**src/rtl/gb_oam_scan_if.sv**
```systemverilog
// Bus bundle for the OAM scan stage: scan control, OAM read port and
// line-buffer read port. The scanner takes the master side; the PPU
// (OAM RAM, mode sequencer and object fetcher) takes the slave side.
interface gb_oam_scan_if #(
  parameter int NUM_OAM  = 40,
  parameter int MAX_OBJS = 10
);
  localparam int AW = $clog2(NUM_OAM);
  localparam int CW = $clog2(MAX_OBJS + 1);

  logic          scan_start;
  logic [7:0]    ly;
  logic          obj_size;
  logic          dma_active;
  logic          oam_rd_en;
  logic [AW-1:0] oam_rd_addr;
  logic [31:0]   oam_rd_data;
  logic          busy;
  logic          done;
  logic [CW-1:0] obj_count;
  logic [CW-1:0] buf_rd_idx;
  logic [AW+31:0] buf_rd_data;

  modport master (
    input  scan_start, ly, obj_size, dma_active, oam_rd_data, buf_rd_idx,
    output oam_rd_en, oam_rd_addr, busy, done, obj_count, buf_rd_data
  );

  modport slave (
    output scan_start, ly, obj_size, dma_active, oam_rd_data, buf_rd_idx,
    input  oam_rd_en, oam_rd_addr, busy, done, obj_count, buf_rd_data
  );
endinterface

```
**src/rtl/gb_oam_scan.sv**
```systemverilog
// GameBoy PPU mode-2 object selection. Walks every OAM entry at two
// T-cycles per entry (read, then evaluate) and keeps the first MAX_OBJS
// entries that overlap the latched line, in OAM order, in a small line
// buffer that the mode-3 object fetcher reads combinationally.
module gb_oam_scan #(
  parameter int NUM_OAM  = 40,
  parameter int MAX_OBJS = 10
) (
  input  logic          clk_t,
  input  logic          reset,
  gb_oam_scan_if.master bus
);
  localparam int AW   = $clog2(NUM_OAM);
  localparam int CW   = $clog2(MAX_OBJS + 1);
  localparam int CNTW = AW + 1;
  localparam int DW   = AW + 32;

  localparam logic [CNTW-1:0] CNT_LAST = CNTW'(2 * NUM_OAM - 1);
  localparam logic [CW-1:0]   CNT_FULL = CW'(MAX_OBJS);

  typedef enum logic {IDLE, SCAN} state_t;

  state_t          state_q, state_d;
  logic [CNTW-1:0] cnt_q, cnt_d;
  logic [7:0]      ly_q, ly_d;
  logic [CW-1:0]   count_q, count_d;
  logic            done_q, done_d;
  logic [DW-1:0]   slots [MAX_OBJS];

  logic [8:0] lyp;
  logic [8:0] y9;
  logic [8:0] y_end;
  logic       visible;
  logic       eval;
  logic       store;

  // Vertical overlap test in 9 bits so Y+height never wraps.
  assign lyp     = {1'b0, ly_q} + 9'd16;
  assign y9      = {1'b0, bus.oam_rd_data[7:0]};
  assign y_end   = y9 + (bus.obj_size ? 9'd16 : 9'd8);
  assign visible = (lyp >= y9) && (lyp < y_end) && !bus.dma_active;

  // Odd counts are the cycles where the RAM data for entry cnt[6:1] is valid.
  assign eval  = (state_q == SCAN) && cnt_q[0];
  assign store = eval && visible && !bus.scan_start && (count_q < CNT_FULL);

  // Next-state logic: a start pulse always wins and restarts the walk.
  always_comb begin
    // NOTE: every output of this block gets a default first, so no path can leave one unassigned and infer a latch.
    state_d = state_q;
    cnt_d   = cnt_q;
    ly_d    = ly_q;
    count_d = count_q;
    done_d  = 1'b0;
    if (bus.scan_start) begin
      state_d = SCAN;
      cnt_d   = '0;
      ly_d    = bus.ly;
      count_d = '0;
    end else if (state_q == SCAN) begin
      if (store) count_d = count_q + CW'(1);
      if (cnt_q == CNT_LAST) begin
        state_d = IDLE;
        cnt_d   = '0;
        done_d  = 1'b1;
      end else begin
        cnt_d = cnt_q + CNTW'(1);
      end
    end
  end

  // Control state register.
  always_ff @(posedge clk_t or negedge reset) begin
    // NOTE: non-blocking assignments here so every register samples pre-edge values, independent of statement order.
    if (!reset) begin
      state_q <= IDLE;
      cnt_q   <= '0;
      ly_q    <= '0;
      count_q <= '0;
      done_q  <= 1'b0;
    end else begin
      state_q <= state_d;
      cnt_q   <= cnt_d;
      ly_q    <= ly_d;
      count_q <= count_d;
      done_q  <= done_d;
    end
  end

  // Line buffer: append the current entry with its OAM index on a store.
  always_ff @(posedge clk_t or negedge reset) begin
    // NOTE: the slots are cleared on reset so nothing stale is ever readable after power-up; that keeps them in flops rather than a RAM macro.
    if (!reset) begin
      for (int i = 0; i < MAX_OBJS; i++) slots[i] <= '0;
    end else if (store) begin
      slots[count_q] <= {cnt_q[CNTW-1:1], bus.oam_rd_data};
    end
  end

  assign bus.busy        = (state_q == SCAN);
  assign bus.done        = done_q;
  assign bus.obj_count   = count_q;
  assign bus.oam_rd_en   = (state_q == SCAN) && !cnt_q[0];
  assign bus.oam_rd_addr = cnt_q[CNTW-1:1];

  // Zero-latency buffer read; unfilled slots read as zero.
  always_comb begin
    bus.buf_rd_data = '0;
    for (int i = 0; i < MAX_OBJS; i++) begin
      if ((bus.buf_rd_idx == CW'(i)) && (CW'(i) < count_q)) bus.buf_rd_data = slots[i];
    end
  end
endmodule

```
**src/flat_wrapper.sv**
```systemverilog
// flat-port wrapper written by rule: the top's interface ports become plain ports
module gb_oam_scan_flat 
#(
  parameter int NUM_OAM  = 40,
  parameter int MAX_OBJS = 10
)
  (clk_t, reset, bus_scan_start, bus_ly, bus_obj_size, bus_dma_active, bus_oam_rd_data, bus_buf_rd_idx, bus_oam_rd_en, bus_oam_rd_addr, bus_busy, bus_done, bus_obj_count, bus_buf_rd_data);
  gb_oam_scan_if #(.NUM_OAM(NUM_OAM), .MAX_OBJS(MAX_OBJS)) bus_i ();
  input  logic clk_t;
  input  logic reset;
  input wire logic [$bits(bus_i.scan_start)-1:0] bus_scan_start;
  input wire logic [$bits(bus_i.ly)-1:0] bus_ly;
  input wire logic [$bits(bus_i.obj_size)-1:0] bus_obj_size;
  input wire logic [$bits(bus_i.dma_active)-1:0] bus_dma_active;
  input wire logic [$bits(bus_i.oam_rd_data)-1:0] bus_oam_rd_data;
  input wire logic [$bits(bus_i.buf_rd_idx)-1:0] bus_buf_rd_idx;
  output wire logic [$bits(bus_i.oam_rd_en)-1:0] bus_oam_rd_en;
  output wire logic [$bits(bus_i.oam_rd_addr)-1:0] bus_oam_rd_addr;
  output wire logic [$bits(bus_i.busy)-1:0] bus_busy;
  output wire logic [$bits(bus_i.done)-1:0] bus_done;
  output wire logic [$bits(bus_i.obj_count)-1:0] bus_obj_count;
  output wire logic [$bits(bus_i.buf_rd_data)-1:0] bus_buf_rd_data;
  assign bus_i.scan_start = bus_scan_start;
  assign bus_i.ly = bus_ly;
  assign bus_i.obj_size = bus_obj_size;
  assign bus_i.dma_active = bus_dma_active;
  assign bus_i.oam_rd_data = bus_oam_rd_data;
  assign bus_i.buf_rd_idx = bus_buf_rd_idx;
  assign bus_oam_rd_en = bus_i.oam_rd_en;
  assign bus_oam_rd_addr = bus_i.oam_rd_addr;
  assign bus_busy = bus_i.busy;
  assign bus_done = bus_i.done;
  assign bus_obj_count = bus_i.obj_count;
  assign bus_buf_rd_data = bus_i.buf_rd_data;
  gb_oam_scan #(.NUM_OAM(NUM_OAM), .MAX_OBJS(MAX_OBJS)) u_core (.clk_t(clk_t), .reset(reset), .bus(bus_i));
endmodule
```
**config.mk**
```make
export PLATFORM = sky130hd
export DESIGN_NAME = gb_oam_scan_flat
export DESIGN_NICKNAME = d
export VERILOG_FILES = /design/src/rtl/gb_oam_scan_if.sv /design/src/rtl/gb_oam_scan.sv /design/src/flat_wrapper.sv
export SDC_FILE = /design/constraint.sdc
export NUM_CORES = 1
export LEC_CHECK = 0
export CAP_MARGIN = 15
export CORE_ASPECT_RATIO = 1.25
export CORE_MARGIN = 2
export CORE_UTILIZATION = 55
export CTS_CLUSTER_DIAMETER = 40
export DETAILED_ROUTE_END_ITERATION = 6
export PLACE_DENSITY = 0.74
export SLEW_MARGIN = 20
export SYNTH_ARGS = -nofsm -noshare
export SYNTH_HDL_FRONTEND = slang
export SYNTH_SLANG_ARGS = --single-unit
```
**constraint.sdc**
```tcl
create_clock -name clk_t -period 4.11 [get_ports clk_t]
set_input_delay 1.233 -clock clk_t [delete_from_list [all_inputs] [get_ports clk_t]]
set_output_delay 1.233 -clock clk_t [all_outputs]
set_load 0.005 [all_outputs]
```
==> results of run 1 <==
==> cells in the mapped netlist (12+ instances only) <==
library cell,number,area (um^2)
buf_12,12,240
a22oi_1,16,120
mux2_2,263,2960
buf_2,23,115
clkbuf_1,61,229
a31oi_1,32,200
a21o_1,31,233
a2111oi_0,28,245
o22ai_1,17,106
nor2_1,53,199
a21oi_1,36,180
a222oi_1,34,340
nand2_1,14,52.6
inv_1,17,63.8
and3_1,89,557
dfrtp_1,401,10000
mux2_4,120,1800
ha_1,22,275
==> metal layers <==
metal / vias up / track usage (%) / wire length (um)
li1: 5813 / - / -
met1: 7289 / 39.7 / 22700
met2: 808 / 52.9 / 29800
met3: 233 / 5.34 / 4610
met4: 2 / 15.0 / 3060
met5: - / 0 / 1
==> worst max-delay path by stage <==
stage	from	end	slack [ns]	cells past startpoint
2_1_floorplan	bus_oam_rd_data[4]	u_core.slots[359]$_DFFE_PN0P_	0.04	11
3_5_place_dp	bus_buf_rd_idx[2]	bus_buf_rd_data[18]	-1.14	9
6_report	bus_buf_rd_idx[1]	bus_buf_rd_data[13]	-0.31	11
5_1_grt	u_core.bus.obj_count[0]$_DFFE_PN0P_	bus_buf_rd_data[2]	-0.36	12
4_1_cts	bus_buf_rd_idx[1]	bus_buf_rd_data[20]	-0.15	12
3_3_place_gp	bus_buf_rd_idx[2]	bus_buf_rd_data[19]	-1.10	9
==> what timing repair did <==
| action | in CTS | in global routing |
|---|---|---|
| cloned | 5 | 4 |
| buffers inserted | 48 | 24 |
| setup endpoints to repair | 40 | 142 |
| resized for setup | 392 | 98 |
| pin swaps | 87 | 68 |
==> through the flow <==
stage | instance area (um^2) | setup TNS (ns)
CTS | 24700 | -2.32
detailed placement | 21700 | -198.94
global placement | 21700 | -180.94
finish | 25300 | -4.36
floorplan | 19100 | 0
global route | 25300 | -8.01
==> cell type report <==
type / count / area, um^2
clock inverters: 30 / 368
clock buffers: 58 / 1280
multi-input cells: 878 / 9520
well taps: 468 / 586
repair buffers: 333 / 3500
fillers: 1974 / 8980
flip-flops and latches: 401 / 10000
inverters: 17 / 63.8
==> sequential cells by signal, summed over array words and instances, names as in the netlist <==
signal,count
u_core.cnt_q,7
u_core.slots,380
u_core.bus.done,1
u_core.ly_q,8
u_core.bus.busy,1
u_core.bus.obj_count,4
==> power by group <==
part	switching, mW	internal, mW	total, mW
Sequential	0.180	4.14	4.32
Combinational	0.362	0.353	0.715
Clock	1.77	2.62	4.40
Total	2.32	7.11	9.43
==> kinds of logic (layout without fill, tap and decap cells) <==
| logic type | Yosys count | in the layout | synth area share, % |
|---|---|---|---|
| muxes | 389 | 389 | 25.3 |
| xor gates and xnor gates | 7 | 7 | 0.321 |
| adders and majority gates | 23 | 23 | 1.55 |
| AOI/OAI and AO/OA | 225 | 225 | 8.69 |
| and+or+nand+nor | 234 | 234 | 7.09 |
| DFF | 401 | 401 | 52.6 |
| buffers and inverters | 137 | 438 | 4.50 |
==> impl_metrics.toml, run 1 <==
[grt]
grt_max_degree = 88
grt_pass1_wl_um = 86900
grt_use_total_pct = 31.5
grt-ovfl-total = 0
grt_pass1_vias = 14900
antenna_found_initial = 1

[synthesis]
syn_inst = 1416
synth_edf_count = 0
synth_nets = 1488
synth-seq-cells = 401
syn_area_per_cell_um2 = 13.5
seq_area_frac_synth_pct = 52.6
synth_cell_types = 55
synth_warnings = 0
synthArstFlopShare_pct = 100
netlist_area_um2 = 19100
synth_ff_type = "dfrtp_1"

[routing]
viasPerCell = 6.47
drt_iter0_markers = 1503
postRouteAntennaNets = 0
dr.pass1.iters = 7
via_count = 14100
wl_um = 60200
wl_per_cell_um = 27.5
drc = 3

[run_status]
violations = "DRC, setup timing"
status = "finished, violations left"

[floorplan]
dieArea_um2 = 36200
fp.coreArea_um2 = 34300
start_util_pct = 55.6
rows = 76
die_h_um = 212
io-pin-count = 100
die_width_um = 171

[cells_and_area]
utilization_pct = 73.8
mostFrequentLayoutCell = "dfrtp_1"
fin_nets = 1750
drive_above_1_share_pct = 52.6
fin_cells = 2185
final_cell_mix = "dfrtp_1, mux2_2, buf_4"
antenna_cells = 0
synthToLayoutAreaGrowth_pct = 32.8

[worst_setup_path]
cpPeakStageDelay_ns = 0.53
rr_worst_depth = 10
crit_path_start_kind = "primary input"
cp_data_required_time_ns = 2.88
critPathMaxFanout = 6
critPathKind = "primary input to primary output"
r2r_slack_ns = 0.93
endpoint_kind = "primary output"
r2r_start = "u_core.ly_q[4]$_DFFE_PN0P_"
cp_cell_sequence = "buf_8, buf_8, buf_6, and4b_4, buf_6, buf_12, buf_6, a222oi_1, a31oi_4, a21o_1, buf_2"
cp.arrival_ns = 3.18
crit_path_top_delay_cell = "a222oi_1"
path_buf_inv = 7
cpMostUsedCell = "buf_6"
rr_endpoint = "u_core.slots[210]$_DFFE_PN0P_"
crit_family = "compound AO/OA/AOI/OAI gates"

[timing]
setup_slack_ns = -0.306
slew_viol_final = 0
fmax_ghz = 0.226
finalClockSkew_ns = 0.0247
finalCritPeriodShare_pct = 107
setup_viol = 37
finalHoldViolations = 0
fin_crit_ns = 4.42
rsz0062_at_grt = "yes"
whs_ns = 0.501
relSlewSlack_pct = 49.0
worst_slew_pin_slew_ns = 0.765

[worst_hold_path]
worstHoldStart = "u_core.slots[153]$_DFFE_PN0P_"
worst_hold_path_type = "flip-flop to flip-flop"
min_to = "u_core.slots[153]$_DFFE_PN0P_"
holdPathStages = 1

[clocking]
cts.sinks = 401
clock_latency_ns = 0.58
cts_tree = "done"
clockBufferDepth = 3
h-tree-depth = 2
cts_hold_buf = 0
root_buffer = "clkbuf_16"
cts_made_buffers = 47
path_clk_slew_ns = 0.06

[placement]
globalplace.congestion = 0.910
dp_worst_setup_slack_ns = -1.14
placed_cells = 2036
hpwlAfterDp_um = 33100
portBuffers = 99

[job]
maxCapViolations = 0

[pwr]
p_leak_nw = 12.3
vdd_ir_drop_max_uv = 335
power_density_nw_per_um2 = 372
total_power_mw = 9.43
Note: power is estimated with default switching activity, not from simulation.
==> run 2, diff against run 1 <==
Settings changed: CORE_UTILIZATION 55 to 60, CTS_CLUSTER_DIAMETER 40 to 200, GPL_TIMING_DRIVEN set to 0, PLACE_DENSITY 0.74 to 0.8.
==> run 2 against run 1 <==
Against the previous run:
- the flow still finishes with violations (DRC, setup timing)
- sequential share of layout area grew 0.98 points
- wire length grew 14%
- non-clock buffer count shrank 14
- hold slack lost 0.0097 ns
- global-route usage grew 7.6 points
- die area shrank 8.2%
- maximum frequency shrank 1.9%
- clock-buffer cell count shrank 2
- final cell count shrank 3.9%
- critical endpoint is now bus_buf_rd_data[36]
==> impl_metrics.toml, run 2 (synthesis results as in run 1) <==
[run_status]
status = "finished, violations left"
violations = "DRC, setup timing"

[pwr]
vdd_ir_drop_max_uv = 358
power_density_nw_per_um2 = 357
p_leak_nw = 12.1

[clocking]
clockBufferDepth = 3
clock_latency_ns = 0.57
cts_tree = "done"
cts.sinks = 401
h-tree-depth = 2
root_buffer = "clkbuf_16"
path_clk_slew_ns = 0.07
cts_made_buffers = 40

[timing]
finalCritPeriodShare_pct = 110
finalClockSkew_ns = 0.0236
setup_slack_ns = -0.393
worst_slew_pin_slew_ns = 0.693
fin_crit_ns = 4.50
setup_viol = 36
fmax_ghz = 0.222
rsz0062_at_grt = "yes"
finalHoldViolations = 0
slew_viol_final = 0
relSlewSlack_pct = 53.8
finalSetupTns_ns = -3.47

[worst_setup_path]
crit_path_start_kind = "flip-flop"
endpoint_kind = "primary output"
cp_data_required_time_ns = 2.88
critPathMaxFanout = 7
cp.arrival_ns = 3.27
critPathKind = "flip-flop to primary output"

[cells_and_area]
utilization_pct = 78.3
fin_nets = 1729
fin_cells = 2099
largest-register = "u_core.slots"
mostFrequentLayoutCell = "dfrtp_1"
stdcell_area_um2 = 24700
final_cell_mix = "dfrtp_1, mux2_2, mux2_4"
synthToLayoutAreaGrowth_pct = 29.6
largestRegisters = "u_core.slots x380, u_core.ly_q x8, u_core.cnt_q x7"
drive_above_1_share_pct = 50.1
largest_reg_flops = 380

[worst_hold_path]
worst_hold_path_type = "flip-flop to flip-flop"

[floorplan]
rows = 73
io-pin-count = 100
start_util_pct = 60.4
dieArea_um2 = 33300
die_width_um = 164
fp.coreArea_um2 = 31600
die_h_um = 203

[routing]
drc = 5
wl_per_cell_um = 32.7
viasPerCell = 7.17
wl_um = 68700
postRouteAntennaNets = 0
via_count = 15100
drt_iter0_markers = 2276
dr.pass1.iters = 7

[placement]
hpwlAfterDp_um = 32800
portBuffers = 96
placed_cells = 1928
post_dp_cell_area_um2 = 20700
globalplace.congestion = 0.938

[job]
maxCapViolations = 0

[grt]
grt-ovfl-total = 0
antenna_found_initial = 2
grt_use_total_pct = 39.1
grt_pass1_vias = 15700
grt_max_degree = 103
grt_pass1_wl_um = 96500
[run 2: cell count changes in the layout (fill, tap and decap cells not counted), sizes merged, moves of 4 or more]
| cell | change |
|---|---|
| clkbuf | +42 |
| clkdlybuf4s50 | -4 |
| bufinv | -5 |
| clkinv | -8 |
| buf | -58 |
[run 2: layout make-up]
type	instances	area, um^2
diodes	2	5.00
plain buffers	115	1380
clock buffers	56	1180
clock inverters	14	113
fillers	1595	6860
inverters	17	66.3
multi-input cells	878	9450
flip-flops and latches	401	10000
well taps	412	515
repair buffers	204	2000
[run 2: repair_timing]
action,in CTS,in global routing
setup endpoints to repair,422,415
hold buffers,0,0
gates resized for setup,532,91
pin swaps,90,47
gates cloned,6,2
buffers inserted,84,12
[run 2: layer usage]
layer	GRT usage (%)	vias up	wire (um)
met2	62.6	1244	32300
met3	7.71	434	6410
li1	-	5748	-
met4	28.0	0	5900
met1	47.3	7627	24100
met5	0	-	0
[run 2: worst paths after layout]
check                                               startpoint                                  end  slack [ns]  cells after the start
setup reg to reg                    u_core.ly_q[4]$_DFFE_PN0P_        u_core.slots[300]$_DFFE_PN0P_        0.87                     12
max in group asynchronous                                reset  u_core.bus.obj_count[0]$_DFFE_PN0P_        2.36                      3
hold reg to reg                  u_core.slots[184]$_DFFE_PN0P_        u_core.slots[184]$_DFFE_PN0P_        0.49                      1
setup / recovery           u_core.bus.obj_count[1]$_DFFE_PN0P_                  bus_buf_rd_data[36]       -0.39                     12
hold / removal                   u_core.slots[184]$_DFFE_PN0P_        u_core.slots[184]$_DFFE_PN0P_        0.49                      1
min in group asynchronous                                reset        u_core.slots[223]$_DFFE_PN0P_        0.59                      1
[run 2: metrics by stage]
stage | hold WS (ns) | total power, mW | setup slack [ns]
CTS | 0.481 | 8.64 | -0.0821
floorplan | 0.449 | 4.60 | 0.0392
global placement | 0.459 | 4.85 | -15.32
global route | 0.510 | 9.01 | -0.397
finish | 0.492 | 8.84 | -0.393
detailed placement | 0.466 | 4.89 | -2.28
[run 2: where the power goes]
part	leakage (nW)	switching [mW]	total [mW]	internal (mW)
clock	0.634	1.68	3.76	2.08
combinational	5.98	0.395	0.743	0.348
sequential	5.53	0.199	4.34	4.14
total	12.1	2.27	8.84	6.56
[run 2: worst max-delay path: stages (launching register included)]
cell	delay, ns
dfrtp_2	0.46
inv_4	0.08
ha_4	0.13
buf_4	0.13
nor2b_1	0.10
o21a_1	0.23
buf_6	0.15
buf_12	0.13
buf_8	0.13
a222oi_1	0.57
a31oi_1	0.23
a21o_1	0.22
buf_2	0.13
